==> src/rtl/dac_reg_pkg.sv <==
// -----------------------------------------------------------------------------
// dac_reg_pkg
// Purpose : Shared sizes, types and frame field positions for the DAC
//           set-point SPI receiver (dac_reg_spi_rx) and its helpers.
// Ports   : none (package)
// -----------------------------------------------------------------------------
package dac_reg_pkg;

    localparam int unsigned CH_NUM  = 8;
    localparam int unsigned DATA_W  = 12;
    localparam int unsigned FRAME_W = 16;
    localparam int unsigned CH_W    = 3;
    localparam int unsigned CNT_W   = 5;

    typedef logic [CH_W-1:0]   ch_t;
    typedef logic [DATA_W-1:0] code_t;

    localparam code_t RST_CODE = 12'd2048;

    // Frame layout: [15] reserved (must be 0), [14:12] channel, [11:0] code
    localparam int unsigned FRM_RSV_BIT  = 15;
    localparam int unsigned FRM_CH_LSB   = 12;
    localparam int unsigned FRM_CODE_LSB = 0;

    typedef enum logic [1:0] {
        IDLE    = 2'd0,
        SHIFT   = 2'd1,
        OVERRUN = 2'd2,
        COMMIT  = 2'd3
    } state_t;

endpackage

==> src/rtl/spi_in_sync.sv <==
// -----------------------------------------------------------------------------
// spi_in_sync
// Purpose : 2-FF synchronizer for one SPI pin plus a third flop that holds the
//           previous synchronized value for edge detection.
// Ports   : i_clk      core clock
//           i_rst_n    synchronous active-low reset (flops go to IDLE_VAL)
//           i_async    asynchronous SPI pin
//           o_level    synchronized level (registered)
//           o_rise_c   one-cycle rising-edge strobe (combinational)
//           o_fall_c   one-cycle falling-edge strobe (combinational)
// -----------------------------------------------------------------------------
module spi_in_sync #(
    parameter logic IDLE_VAL = 1'b0
) (
    input  logic i_clk,
    input  logic i_rst_n,
    input  logic i_async,
    output logic o_level,
    output logic o_rise_c,
    output logic o_fall_c
);

    logic r_meta;
    logic r_sync;
    logic r_prev;

    // Synchronizer chain and history flop
    always_ff @(posedge i_clk) begin
        if (!i_rst_n) begin
            r_meta <= IDLE_VAL;
            r_sync <= IDLE_VAL;
            r_prev <= IDLE_VAL;
        end else begin
            r_meta <= i_async;
            r_sync <= r_meta;
            r_prev <= r_sync;
        end
    end

    assign o_level  = r_sync;
    assign o_rise_c = r_sync & ~r_prev;
    assign o_fall_c = ~r_sync & r_prev;

endmodule

==> src/rtl/dac_reg_spi_rx.sv <==
// -----------------------------------------------------------------------------
// dac_reg_spi_rx
// Purpose : SPI slave that receives 16-bit channel set-point frames from the
//           AR9331 and stores them in an 8 x 12-bit register bank read by the
//           DAC polling engine. SPI pins are oversampled on the core clock.
// Ports   : i_clk         core clock (>= 8x SCLK)
//           i_rst_n       synchronous active-low reset
//           i_en          receive enable
//           i_spi_sclk    SPI clock, mode 0
//           i_spi_mosi    SPI data, MSB first
//           i_spi_cs_n    SPI chip select, active low
//           i_rd_pos      bank read index
//           o_rd_data     bank[i_rd_pos], one clock latency
//           o_dirty       per-channel written-since-clear flags
//           i_dirty_clr   per-channel clear strobes
//           o_frame_done  pulse per committed write
//           o_frame_err   pulse per rejected frame
//           o_spi_miso    readback data (only with DAC_REG_READBACK_EN)
// Macro   : DAC_REG_READBACK_EN adds o_spi_miso and the readback shadow.
// -----------------------------------------------------------------------------
module dac_reg_spi_rx
    import dac_reg_pkg::*;
(
    input  logic              i_clk,
    input  logic              i_rst_n,
    input  logic              i_en,
    input  logic              i_spi_sclk,
    input  logic              i_spi_mosi,
    input  logic              i_spi_cs_n,
    input  logic [CH_W-1:0]   i_rd_pos,
    output logic [DATA_W-1:0] o_rd_data,
    output logic [CH_NUM-1:0] o_dirty,
    input  logic [CH_NUM-1:0] i_dirty_clr,
    output logic              o_frame_done,
    output logic              o_frame_err
`ifdef DAC_REG_READBACK_EN
    ,
    output logic              o_spi_miso
`endif
);

    // Conditioned SPI inputs
    logic w_sclk_lvl, w_sclk_rise_c, w_sclk_fall_c;
    logic w_mosi_lvl, w_mosi_rise_c, w_mosi_fall_c;
    logic w_cs_lvl,   w_cs_rise_c,   w_cs_fall_c;

    spi_in_sync #(.IDLE_VAL(1'b0)) u_sync_sclk (
        .i_clk    (i_clk),
        .i_rst_n  (i_rst_n),
        .i_async  (i_spi_sclk),
        .o_level  (w_sclk_lvl),
        .o_rise_c (w_sclk_rise_c),
        .o_fall_c (w_sclk_fall_c)
    );

    spi_in_sync #(.IDLE_VAL(1'b0)) u_sync_mosi (
        .i_clk    (i_clk),
        .i_rst_n  (i_rst_n),
        .i_async  (i_spi_mosi),
        .o_level  (w_mosi_lvl),
        .o_rise_c (w_mosi_rise_c),
        .o_fall_c (w_mosi_fall_c)
    );

    spi_in_sync #(.IDLE_VAL(1'b1)) u_sync_cs (
        .i_clk    (i_clk),
        .i_rst_n  (i_rst_n),
        .i_async  (i_spi_cs_n),
        .o_level  (w_cs_lvl),
        .o_rise_c (w_cs_rise_c),
        .o_fall_c (w_cs_fall_c)
    );

    state_t               r_state, w_state_nxt;
    logic [FRAME_W-1:0]   r_shift, w_shift_nxt;
    logic [CNT_W-1:0]     r_cnt,   w_cnt_nxt;
    logic                 w_we;
    logic                 w_done_nxt;
    logic                 w_err_nxt;
    ch_t                  w_ch;
    code_t                w_code;
    logic [CH_NUM-1:0]    w_set;

    code_t                r_bank [CH_NUM];
    code_t                r_rd_data;
    logic [CH_NUM-1:0]    r_dirty;
    logic                 r_done;
    logic                 r_err;

    assign w_ch   = r_shift[FRM_CH_LSB +: CH_W];
    assign w_code = r_shift[FRM_CODE_LSB +: DATA_W];

    // Frame FSM: next state, shift/count update and commit decision
    always_comb begin
        w_state_nxt = r_state;
        w_shift_nxt = r_shift;
        w_cnt_nxt   = r_cnt;
        w_we        = 1'b0;
        w_done_nxt  = 1'b0;
        w_err_nxt   = 1'b0;
        if (!i_en) begin
            // Disabling drops any partial frame silently
            w_state_nxt = IDLE;
        end else begin
            case (r_state)
                IDLE: begin
                    if (w_cs_fall_c) begin
                        w_state_nxt = SHIFT;
                        w_shift_nxt = '0;
                        w_cnt_nxt   = '0;
                    end
                end
                SHIFT: begin
                    if (w_cs_rise_c) begin
                        if (r_cnt == CNT_W'(FRAME_W)) begin
                            w_state_nxt = COMMIT;
                        end else begin
                            w_state_nxt = IDLE;
                            w_err_nxt   = 1'b1;
                        end
                    end else if (w_sclk_rise_c) begin
                        if (r_cnt == CNT_W'(FRAME_W)) begin
                            w_state_nxt = OVERRUN;
                        end else begin
                            w_shift_nxt = {r_shift[FRAME_W-2:0], w_mosi_lvl};
                            w_cnt_nxt   = r_cnt + CNT_W'(1);
                        end
                    end
                end
                OVERRUN: begin
                    if (w_cs_rise_c) begin
                        w_state_nxt = IDLE;
                        w_err_nxt   = 1'b1;
                    end
                end
                COMMIT: begin
                    w_state_nxt = IDLE;
                    if (!r_shift[FRM_RSV_BIT]) begin
                        w_we       = 1'b1;
                        w_done_nxt = 1'b1;
                    end else begin
                        w_err_nxt  = 1'b1;
                    end
                end
                default: w_state_nxt = IDLE;
            endcase
        end
    end

    // FSM state, shift register and status pulses
    always_ff @(posedge i_clk) begin
        if (!i_rst_n) begin
            r_state <= IDLE;
            r_shift <= '0;
            r_cnt   <= '0;
            r_done  <= 1'b0;
            r_err   <= 1'b0;
        end else begin
            r_state <= w_state_nxt;
            r_shift <= w_shift_nxt;
            r_cnt   <= w_cnt_nxt;
            r_done  <= w_done_nxt;
            r_err   <= w_err_nxt;
        end
    end

    // Register bank and read port; a same-cycle read returns the old value
    always_ff @(posedge i_clk) begin
        if (!i_rst_n) begin
            for (int unsigned i = 0; i < CH_NUM; i++) begin
                r_bank[i] <= RST_CODE;
            end
            r_rd_data <= RST_CODE;
        end else begin
            if (w_we) begin
                r_bank[w_ch] <= w_code;
            end
            r_rd_data <= r_bank[i_rd_pos];
        end
    end

    // Dirty flags: a commit set overrides a same-cycle clear
    assign w_set = w_we ? (CH_NUM'(1) << w_ch) : '0;

    always_ff @(posedge i_clk) begin
        if (!i_rst_n) begin
            r_dirty <= '0;
        end else begin
            r_dirty <= (r_dirty & ~i_dirty_clr) | w_set;
        end
    end

    assign o_rd_data    = r_rd_data;
    assign o_dirty      = r_dirty;
    assign o_frame_done = r_done;
    assign o_frame_err  = r_err;

`ifdef DAC_REG_READBACK_EN
    ch_t                r_last_ch;
    logic [FRAME_W-1:0] r_rb_sh;
    logic               r_miso;
    logic [FRAME_W-1:0] w_rb_load;

    assign w_rb_load = FRAME_W'(r_bank[r_last_ch]);

    // Readback shadow: first bit presented at CS fall, rest on SCLK falls
    always_ff @(posedge i_clk) begin
        if (!i_rst_n) begin
            r_last_ch <= '0;
            r_rb_sh   <= '0;
            r_miso    <= 1'b0;
        end else begin
            if (w_we) begin
                r_last_ch <= w_ch;
            end
            if (w_cs_fall_c) begin
                r_miso  <= w_rb_load[FRAME_W-1];
                r_rb_sh <= {w_rb_load[FRAME_W-2:0], 1'b0};
            end else if (w_sclk_fall_c && !w_cs_lvl) begin
                r_miso  <= r_rb_sh[FRAME_W-1];
                r_rb_sh <= {r_rb_sh[FRAME_W-2:0], 1'b0};
            end
        end
    end

    assign o_spi_miso = r_miso;

    logic w_unused;
    assign w_unused = &{1'b0, w_sclk_lvl, w_mosi_rise_c, w_mosi_fall_c};
`else
    logic w_unused;
    assign w_unused = &{1'b0, w_sclk_lvl, w_sclk_fall_c, w_cs_lvl,
                        w_mosi_rise_c, w_mosi_fall_c};
`endif

endmodule

==> config.mk <==
export PLATFORM = sky130hd
export DESIGN_NAME = dac_reg_spi_rx
export DESIGN_NICKNAME = d
export VERILOG_FILES = /design/src/rtl/dac_reg_pkg.sv /design/src/rtl/spi_in_sync.sv /design/src/rtl/dac_reg_spi_rx.sv
export SDC_FILE = /design/constraint.sdc
export NUM_CORES = 1
export LEC_CHECK = 0
export BUFFER_PORTS_ARGS = -buffer_cell sky130_fd_sc_hd__buf_4
export CAP_MARGIN = 20
export CORE_AREA = 2 2 112 114
export CTS_CLUSTER_DIAMETER = 150
export DETAILED_ROUTE_END_ITERATION = 7
export DIE_AREA = 0 0 114 116
export PLACE_DENSITY = 0.81
export SLEW_MARGIN = 15
export SYNTH_ARGS = -nofsm -noshare
export SYNTH_HDL_FRONTEND = slang
export SYNTH_HIERARCHICAL = 1
export SYNTH_SLANG_ARGS = --single-unit
export TNS_END_PERCENT = 5
==> constraint.sdc <==
create_clock -name i_clk -period 5.1 [get_ports i_clk]
set_input_delay 1.02 -clock i_clk [delete_from_list [all_inputs] [get_ports i_clk]]
set_output_delay 1.02 -clock i_clk [all_outputs]
set_load 0.1 [all_outputs]
==> results.yml, run 1 <==
floorplanning:
  die_width_um: 114
  row_count: 40
  start_util: 0.536
  ios: 39
  dieArea_um2: 13200
  die_h_um: 116
  core_um2: 11900
cells_and_area:
  areaGrowthSynthToFinish_pct: 14.6
  post-route-util: 0.614
  nets: 517
  antennaDiodeCount: 0
  final_cell_mix: "edfxtp_1, and2_1, dfxtp_1, buf_4, nand2_1"
  finalInstanceArea_um2: 7320
  mostFrequentLayoutCell: "edfxtp_1"
  drive_above_1_share: 0.215
yosys:
  syn_avg_cell_area_um2: 13.8
  synth_cells: 463
  syn-cell-area_um2: 6380
  yosys_warnings: 6
  syn_nets: 482
global_routing:
  grt_pass1_vias: 3712
  grt_max_degree: 61
  antenna_found_initial: 0
  grt-ovfl-total: 0
  grt.total_usage: 0.205
  grt_first_pass_wirelength_um: 19700
worst_setup_path:
  critical_path_buf_inv_count: 1
  reg2reg_slack_ps: 2650
  crit_path_end_kind: "register"
  cpPeakStageDelay_ps: 590
  critPathMaxFanout: 14
  critical_path_arrival_ps: 2730
  crit_chain: "buf_4 > and4b_4 > nand3_2 > nor3_2 > nand2b_1"
  cp_top_family: "simple AND/OR/NAND/NOR gates"
  critPathSlowestCell: "nor3_2"
  r2r-start: "r_state[1]$_SDFFE_PN0P_"
  critical_path_class: "input pin to register"
  cp-startpoint: "i_en"
  required_ps: 5150
  start_kind: "input pin"
placed_design:
  gp_congestion: 0.783
  io_buffers: 38
  hpwl_um: 8050
  placed_area_um2: 6730
detailed_routing:
  vias: 3691
  avgRoutedWirePerCell_um: 19.2
  via_per_inst: 5.61
  detail-route-antenna-nets: 0
  routed_wl_um: 12600
  drtIter0Drc: 258
  firstDrtPassIters: 5
  remaining_drc_errors: 0
cts:
  post_cts_buffers: 0
  cts-root-buf: "clkbuf_16"
  clk_path_buf_depth: 2
  ctsHoldBuffers: 0
  clkTransAtPathRegs_ps: 60
  cts_tree: "yes"
  cts_resized: 0
  insertion_delay_ps: 420
  h-tree-depth: 4
  cts.sinks: 149
  cts_inserted_buffers: 17
timing:
  final.period_utilization: 0.524
  timing.final.crit_period_ps: 2670
  hold_viol: 0
  rsz0062_at_grt: "false"
  tightest_slew_ps: 1100
  finClkSkew_ps: 6.49
  relSlewSlack: 0.268
  tns_ps: 0
  fmax_ghz: 0.374
  slew_violations: 0
  setup_viol: 0
pwr:
  p_leak_nw: 2.76
  max-vdd-ir-drop_mv: 0.258
  power_density_nw_per_um2: 378
  power.total_mw: 2.77
  pwr-share-seq: 0.486
  pwr-share-comb: 0.071
  p_clk_frac: 0.443
  power.switching_mw: 0.595
  swShare: 0.215
  intPower_mw: 2.17
hold_path:
  min_from: "u_sync_cs/r_meta$_SDFF_PN1_"
  hp-class: "register to register"
run:
  drv_cap: 0
status:
  status: "complete, no violations"
## worst paths after layout
path	endpoint	cells past startpoint
hold reg to reg	u_sync_cs/o_level$_SDFF_PN1_	1
setup / recovery	r_bank[4][0]$_SDFFCE_PN0P_	5
hold / removal	u_sync_cs/o_level$_SDFF_PN1_	1
setup reg to reg	r_bank[4][0]$_SDFFCE_PN0P_	4
## per-stage QoR
| stage | cells | hold slack [ps] | worst slack (ps) |
|---|---|---|---|
| 6_report | 658 | 417 | 2430 |
| 5_1_grt | 658 | 431 | 2290 |
| 4_1_cts | 658 | 426 | 2420 |
| 3_5_place_dp | 626 | 408 | 2000 |
| 3_3_place_gp | 626 | 395 | 2110 |
| 2_1_floorplan | 463 | 386 | 2100 |
## layer usage
layer	up-vias	GRT usage	wire length [µm]
li1	1719	-	-
met1	1824	0.243	5020
met2	124	0.360	6600
met3	24	0.0528	756
met4	0	0.0780	242
met5	-	0	0
## power groups by stage
| stage | logic (mW) | clock network [mW] | registers, mW |
|---|---|---|---|
| 2_1_floorplan | 0.0853 | 0 | 1.43 |
| 3_3_place_gp | 0.194 | 0 | 1.37 |
| 3_5_place_dp | 0.197 | 0 | 1.37 |
| 4_1_cts | 0.198 | 1.24 | 1.34 |
| 5_1_grt | 0.205 | 1.29 | 1.35 |
| 6_report | 0.195 | 1.23 | 1.34 |
## state kept, by name (all words and copies together) (netlist names), 2 cells and up
signal and count:
o_dirty 8, r_cnt 5, r_bank 96, o_rd_data 12, r_shift 16, r_state 2
## cell type report
cell class,count,area (µm²)
Tap cell,147,184
Clock inverter,11,133
Clock buffer,21,450
Sequential cell,149,3940
Fill cell,895,4600
Inverter,4,15.0
Multi-Input combinational cell,281,2250
Timing Repair Buffer,45,338
## worst register-to-register path: cells and delay by family, from the launching register on
family	cells	cell delay [ps]
flip-flops	1	440
AND/OR/NAND/NOR	4	1640
Power figures use the tool's default switching activity.
==> run 2: changes to the inputs <==
CORE_AREA = 2 2 113 115   (was 2 2 112 114)
DIE_AREA = 0 0 115 117   (was 0 0 114 116)
PLACE_DENSITY = 0.82   (was 0.81)
clock period = 2.31 ns   (was 5.1 ns; I/O delays follow)
==> run 2 against run 1 <==
Setup slack worse by 2200 ps; critical path depth down 2; final area up 1.4%; worst hold slack worse by 200 ps; combinational power up 120%; register-to-register slack worse by 2400 ps; wire length up 1.1%; clock skew up 8.5 ps; critical endpoint is now r_bank[6][6]$_SDFFCE_PN0P_; clock power up 120%; largest cell class unchanged; largest power group unchanged; critical path type is now register to register; flip-flop and latch count unchanged.
==> results.yml, run 2 (synthesis gave the netlist of run 1 again) <==
cts:
  cts_resized: 0
  insertion_delay_ps: 420
  cts_inserted_buffers: 17
  cts-root-buf: "clkbuf_16"
  post_cts_buffers: 0
  h-tree-depth: 4
  clk_path_buf_depth: 2
  cts.sinks: 149
  clkTransAtPathRegs_ps: 60
  cts_tree: "yes"
  ctsHoldBuffers: 0
run:
  drv_cap: 0
cells_and_area:
  multi_input_comb_area_um2: 2250
  post-route-util: 0.603
  finalInstanceArea_um2: 7420
  final_cell_mix: "edfxtp_1, and2_1, buf_4, dfxtp_1, nand2_1"
  seqCellArea_um2: 3940
  top_register: "r_bank"
  drive_above_1_share: 0.240
  areaGrowthSynthToFinish_pct: 16.3
  largest_reg_flops: 96
  nets: 527
  fillers: 929
  mostFrequentLayoutCell: "edfxtp_1"
  antennaDiodeCount: 0
pwr:
  power_density_nw_per_um2: 825
  max-vdd-ir-drop_mv: 0.414
  p_leak_nw: 2.84
timing:
  finClkSkew_ps: 15.0
  relSlewSlack: 0.481
  final.period_utilization: 0.894
  setup_viol: 0
  slew_violations: 0
  timing.final.crit_period_ps: 2070
  hold_viol: 0
  fmax_ghz: 0.484
  tightest_slew_ps: 775
  rsz0062_at_grt: "false"
global_routing:
  grt_max_degree: 53
  grt.total_usage: 0.208
  grt_first_pass_wirelength_um: 20300
  antenna_found_initial: 0
  grt_pass1_vias: 3843
  grt-ovfl-total: 0
hold_path:
  holdPathEnd: "o_dirty[7]$_SDFF_PN0_"
  hp-class: "input pin to register"
  min_from: "i_dirty_clr[7]"
  hold_depth: 2
detailed_routing:
  via_per_inst: 5.54
  firstDrtPassIters: 4
  drtIter0Drc: 355
  vias: 3716
  remaining_drc_errors: 0
  detail-route-antenna-nets: 0
  routed_wl_um: 12800
  avgRoutedWirePerCell_um: 19.0
floorplanning:
  core_um2: 12300
  row_count: 41
  die_width_um: 115
  dieArea_um2: 13500
  die_h_um: 117
  ios: 39
  start_util: 0.518
worst_setup_path:
  critical_path_arrival_ps: 2340
  critPathMaxFanout: 13
  r2r-start: "r_state[0]$_SDFFE_PN0P_"
  start_kind: "register"
  critPathSlowestCell: "nor2_1"
  required_ps: 2590
  reg2reg_slack_ps: 240
  cpPeakStageDelay_ps: 680
  crit_chain: "nand3_2 > nor2_1 > and2_1"
  r2r-end: "r_bank[6][6]$_SDFFCE_PN0P_"
  critical_path_class: "register to register"
  crit_path_end_kind: "register"
  ff2ff_path_depth: 3
placed_design:
  placed_area_um2: 6810
  gp_congestion: 0.801
  io_buffers: 38
  hpwl_um: 8090
status:
  status: "complete, no violations"
[run 2: cell types whose count changed in the layout (fill, tap and decap cells not counted), moves of 2 or more]
cell       change
clkinv_1       -3
clkbuf_16      +3
buf_4         +10
clkbuf_8       +4
bufinv_16      -3
clkbuf_1       -2
[run 2: layout make-up]
class,count,share of cell area
Clock buffer,27,0.0779
Multi-Input combinational cell,281,0.304
Tap cell,150,0.0253
Sequential cell,149,0.532
Inverter,4,0.00202
Timing Repair Buffer,55,0.0556
Clock inverter,5,0.00405
[run 2: worst max path at each step]
stage | depth (start not counted) | slack [ps] | start | endpoint
after global routing | 3 | 140 | r_state[0]$_SDFFE_PN0P_ | r_bank[6][6]$_SDFFCE_PN0P_
after CTS | 3 | 260 | r_state[0]$_SDFFE_PN0P_ | r_bank[6][6]$_SDFFCE_PN0P_
after detailed placement | 5 | 170 | i_rst_n | r_bank[6][6]$_SDFFCE_PN0P_
after floorplan | 5 | -140 | i_rst_n | r_bank[5][0]$_SDFFCE_PN0P_
final | 3 | 240 | r_state[0]$_SDFFE_PN0P_ | r_bank[6][6]$_SDFFCE_PN0P_
after global placement | 5 | 250 | i_rst_n | r_bank[6][10]$_SDFFCE_PN0P_
[run 2: metal layers]
metal | vias up | wire length, µm | track usage
li1 | 1739 | - | -
met5 | - | 0 | 0
met2 | 127 | 6980 | 0.367
met1 | 1838 | 4800 | 0.249
met3 | 12 | 846 | 0.0489
met4 | 0 | 135 | 0.0771
[run 2: worst max-delay path: cells and delay by family (launching register included)]
family	cells	cell delay (ps)
AND/OR/NAND/NOR	3	1260
flip-flops	1	650
[run 2: where the power goes]
group / switching (mW) / internal [mW]
Combinational: 0.281 / 0.153
Clock: 1.01 / 1.71
Sequential: 0.0316 / 2.93
Total: 1.32 / 4.80
[run 2: stage by stage]
stage / power (mW) / worst slack (ps) / hold WS, ps / TNS, ps / instances
5_1_grt: 6.31 / 140 / 217 / 0 / 671
4_1_cts: 6.18 / 262 / 202 / 0 / 671
3_5_place_dp: 3.46 / 173 / 407 / 0 / 639
6_report: 6.12 / 245 / 220 / 0 / 671
2_1_floorplan: 3.34 / -137 / 386 / -8740 / 463
3_3_place_gp: 3.45 / 254 / 408 / 0 / 639
==> run 3: changes to the inputs <==
CORE_AREA = 2 2 110 112   (was 2 2 113 115)
DIE_AREA = 0 0 112 114   (was 0 0 115 117)
PLACE_DENSITY = 0.83   (was 0.82)
RECOVER_POWER = 50   (was default)
SKIP_CTS_REPAIR_TIMING = 1   (was default)
SYNTH_HIERARCHICAL = default   (was 1)
==> run 3 against run 2 <==
Global-route usage up 1.6 points; final area down 3.1%; first-iteration DRC count down 15%; sequential share of layout area up 1.7 points; sequential power down 1%; via count down 0.54%; final cell count down 4.5%; critical path depth up 2; register-to-register slack worse by 60 ps; flip-flop and latch count unchanged; worst hold slack better by 1.6 ps; non-clock buffer count down 1; critical path type unchanged; largest cell class unchanged; largest power group unchanged; highest routed layer unchanged.
==> results.yml, run 3 <==
yosys:
  synthSimpleGateAreaFrac: 0.161
  synth_xor_area_frac: 0
  synth_top_family_by_area: "simple AND/OR/NAND/NOR gates"
  synth_cell_type_count: 41
  syn-cell-area_um2: 6140
  ys_async_sr_fraction: 0
  yosys-top-cells-count: "edfxtp_1, and2_1, dfxtp_1"
  synth_fa_ha_area_frac: 0.00570
  yosysMostFrequentCell: "edfxtp_1"
  syn_avg_cell_area_um2: 14.2
  seq_area_frac_synth: 0.642
  yosys_warnings: 0
  synthMuxAreaShare: 0.109
  synth_compound_area_frac: 0.0589
  ys.flop_type: "edfxtp_1"
  synth_seq_cells: 149
  netlist.area_leader.share: 0.469
  synth_enable_flop_cells: 96
  synth_area_leaders: "edfxtp_1, dfxtp_1, and2_1"
  syn_nets: 452
  synth_top_cell_by_area: "edfxtp_1"
  synth_cells: 433
floorplanning:
  dieArea_um2: 12800
  row_count: 40
  start_util: 0.525
  die_h_um: 114
  core_um2: 11700
  ios: 39
  die_width_um: 112
worst_setup_path:
  critical_path_class: "register to register"
  critical_path_buf_inv_count: 1
  cpPeakStageDelay_ps: 530
  cp_top_family: "simple AND/OR/NAND/NOR gates"
  required_ps: 2460
  critPathSlowestCell: "or4_4"
  ff2ff_path_depth: 5
  start_kind: "register"
  crit_chain: "nand2_1 > or4_4 > nor3_2 > clkbuf_1 > nand2b_1"
  reg2reg_slack_ps: 180
  crit_path_end_kind: "register"
  r2r-end: "r_bank[0][11]$_SDFFCE_PN1P_"
  r2r-start: "r_state[0]$_SDFFE_PN0P_"
  critical_path_arrival_ps: 2270
  critPathMaxFanout: 13
hold_path:
  hold_depth: 2
  min_from: "i_dirty_clr[7]"
  holdPathEnd: "o_dirty[7]$_SDFF_PN0_"
  hp-class: "input pin to register"
pwr:
  power_density_nw_per_um2: 862
  p_leak_nw: 2.69
  max-vdd-ir-drop_mv: 0.470
detailed_routing:
  detail-route-antenna-nets: 0
  avgRoutedWirePerCell_um: 21.1
  firstDrtPassIters: 5
  routed_wl_um: 13500
  remaining_drc_errors: 0
  via_per_inst: 5.77
  drtIter0Drc: 303
  vias: 3696
placed_design:
  dp.cells: 609
  hpwl_um: 8820
  gp_congestion: 0.806
  io_buffers: 38
  placed_area_um2: 6620
timing:
  setup_viol: 0
  slew_violations: 0
  tns_ps: 0
  tightest_slew_ps: 925
  rsz0062_at_grt: "false"
  timing.final.crit_period_ps: 2130
  relSlewSlack: 0.384
  fmax_ghz: 0.470
  hold_viol: 0
  finClkSkew_ps: 9.09
  final.period_utilization: 0.922
global_routing:
  grt_first_pass_wirelength_um: 21000
  grt-ovfl-total: 0
  antenna_found_initial: 0
  grt_pass1_vias: 3736
  grt.total_usage: 0.223
  grt_max_degree: 32
cells_and_area:
  top_register: "r_bank"
  nets: 500
  largest_reg_flops: 96
  final_cell_mix: "edfxtp_1, and2_1, dfxtp_1, and2_0"
  mostFrequentLayoutCell: "edfxtp_1"
  antennaDiodeCount: 0
  final_cells: 641
  drive_above_1_share: 0.247
  finalInstanceArea_um2: 7190
  areaGrowthSynthToFinish_pct: 17.0
cts:
  clk_path_buf_depth: 2
  h-tree-depth: 4
  cts_tree: "yes"
  cts-root-buf: "clkbuf_16"
  cts_inserted_buffers: 17
  insertion_delay_ps: 410
  clkTransAtPathRegs_ps: 60
  cts.sinks: 149
run:
  drv_cap: 0
status:
  status: "complete, no violations"
==> run 3: cell types whose count changed in the layout (fill, tap and decap cells not counted), moves of 4 or more <==
cell      delta
buf_4       -30
and2_1      -29
and2_0      +28
nand2_1     -26
clkbuf_2    +24
mux2i_1     -18
nor2b_1     -13
a22o_2      +10
nor2_1       +9
a22o_1       +7
clkbuf_1     +5
inv_1        +4
nand3_1      -4
==> run 3: worst max path at each step <==
stage                                  startpoint                           to  slack (ps)  cells after the start
after floorplan                           i_rst_n   r_bank[3][0]$_SDFFCE_PN0P_        -240                      4
after global placement                    i_rst_n   r_bank[4][2]$_SDFFCE_PN0P_         270                      6
after detailed placement                  i_rst_n   r_bank[5][2]$_SDFFCE_PN0P_         160                      5
after CTS                 r_state[0]$_SDFFE_PN0P_   r_bank[5][2]$_SDFFCE_PN0P_         290                      4
after global routing      r_state[0]$_SDFFE_PN0P_  r_bank[0][11]$_SDFFCE_PN1P_          90                      5
final                     r_state[0]$_SDFFE_PN0P_  r_bank[0][11]$_SDFFCE_PN1P_         180                      5
==> run 3: per-stage QoR <==
stage | power, mW | util | worst slack (ps) | hold slack, ps
after floorplan | 3.22 | - | -241 | 386
after global placement | 3.33 | 0.565 | 265 | 403
after detailed placement | 3.34 | 0.565 | 157 | 407
after CTS | 6.23 | 0.621 | 291 | 213
after global routing | 6.35 | 0.614 | 86.4 | 220
final | 6.20 | 0.614 | 181 | 222
==> run 3: metal layers <==
layer,up-vias,GRT usage,share of wire
met5,-,0,0
met4,0,0.0707,0.015
met3,15,0.0542,0.069
met2,174,0.386,0.52
met1,1817,0.281,0.39
li1,1690,-,-
==> run 3: report_power, final <==
group,internal (mW),switching [mW]
Clock,1.87,1.05
Combinational,0.112,0.233
Sequential,2.90,0.0295
Total,4.88,1.31
==> run 3: logic make-up after synthesis <==
kind of cell / count (synthesis)
and+or+nand+nor: 163
adders and majority gates: 3
muxes: 37
buffers and inverters: 33
AOI/OAI and AO/OA: 48
DFF: 149
==> run 3: final cells by class <==
cell class | instances | area [µm²]
well taps | 147 | 184
clock inverters | 6 | 71.3
inverters | 8 | 30.0
repair buffers | 54 | 328
fillers | 873 | 4520
flip-flops and latches | 149 | 3940
multi-input cells | 251 | 2050
clock buffers | 26 | 586
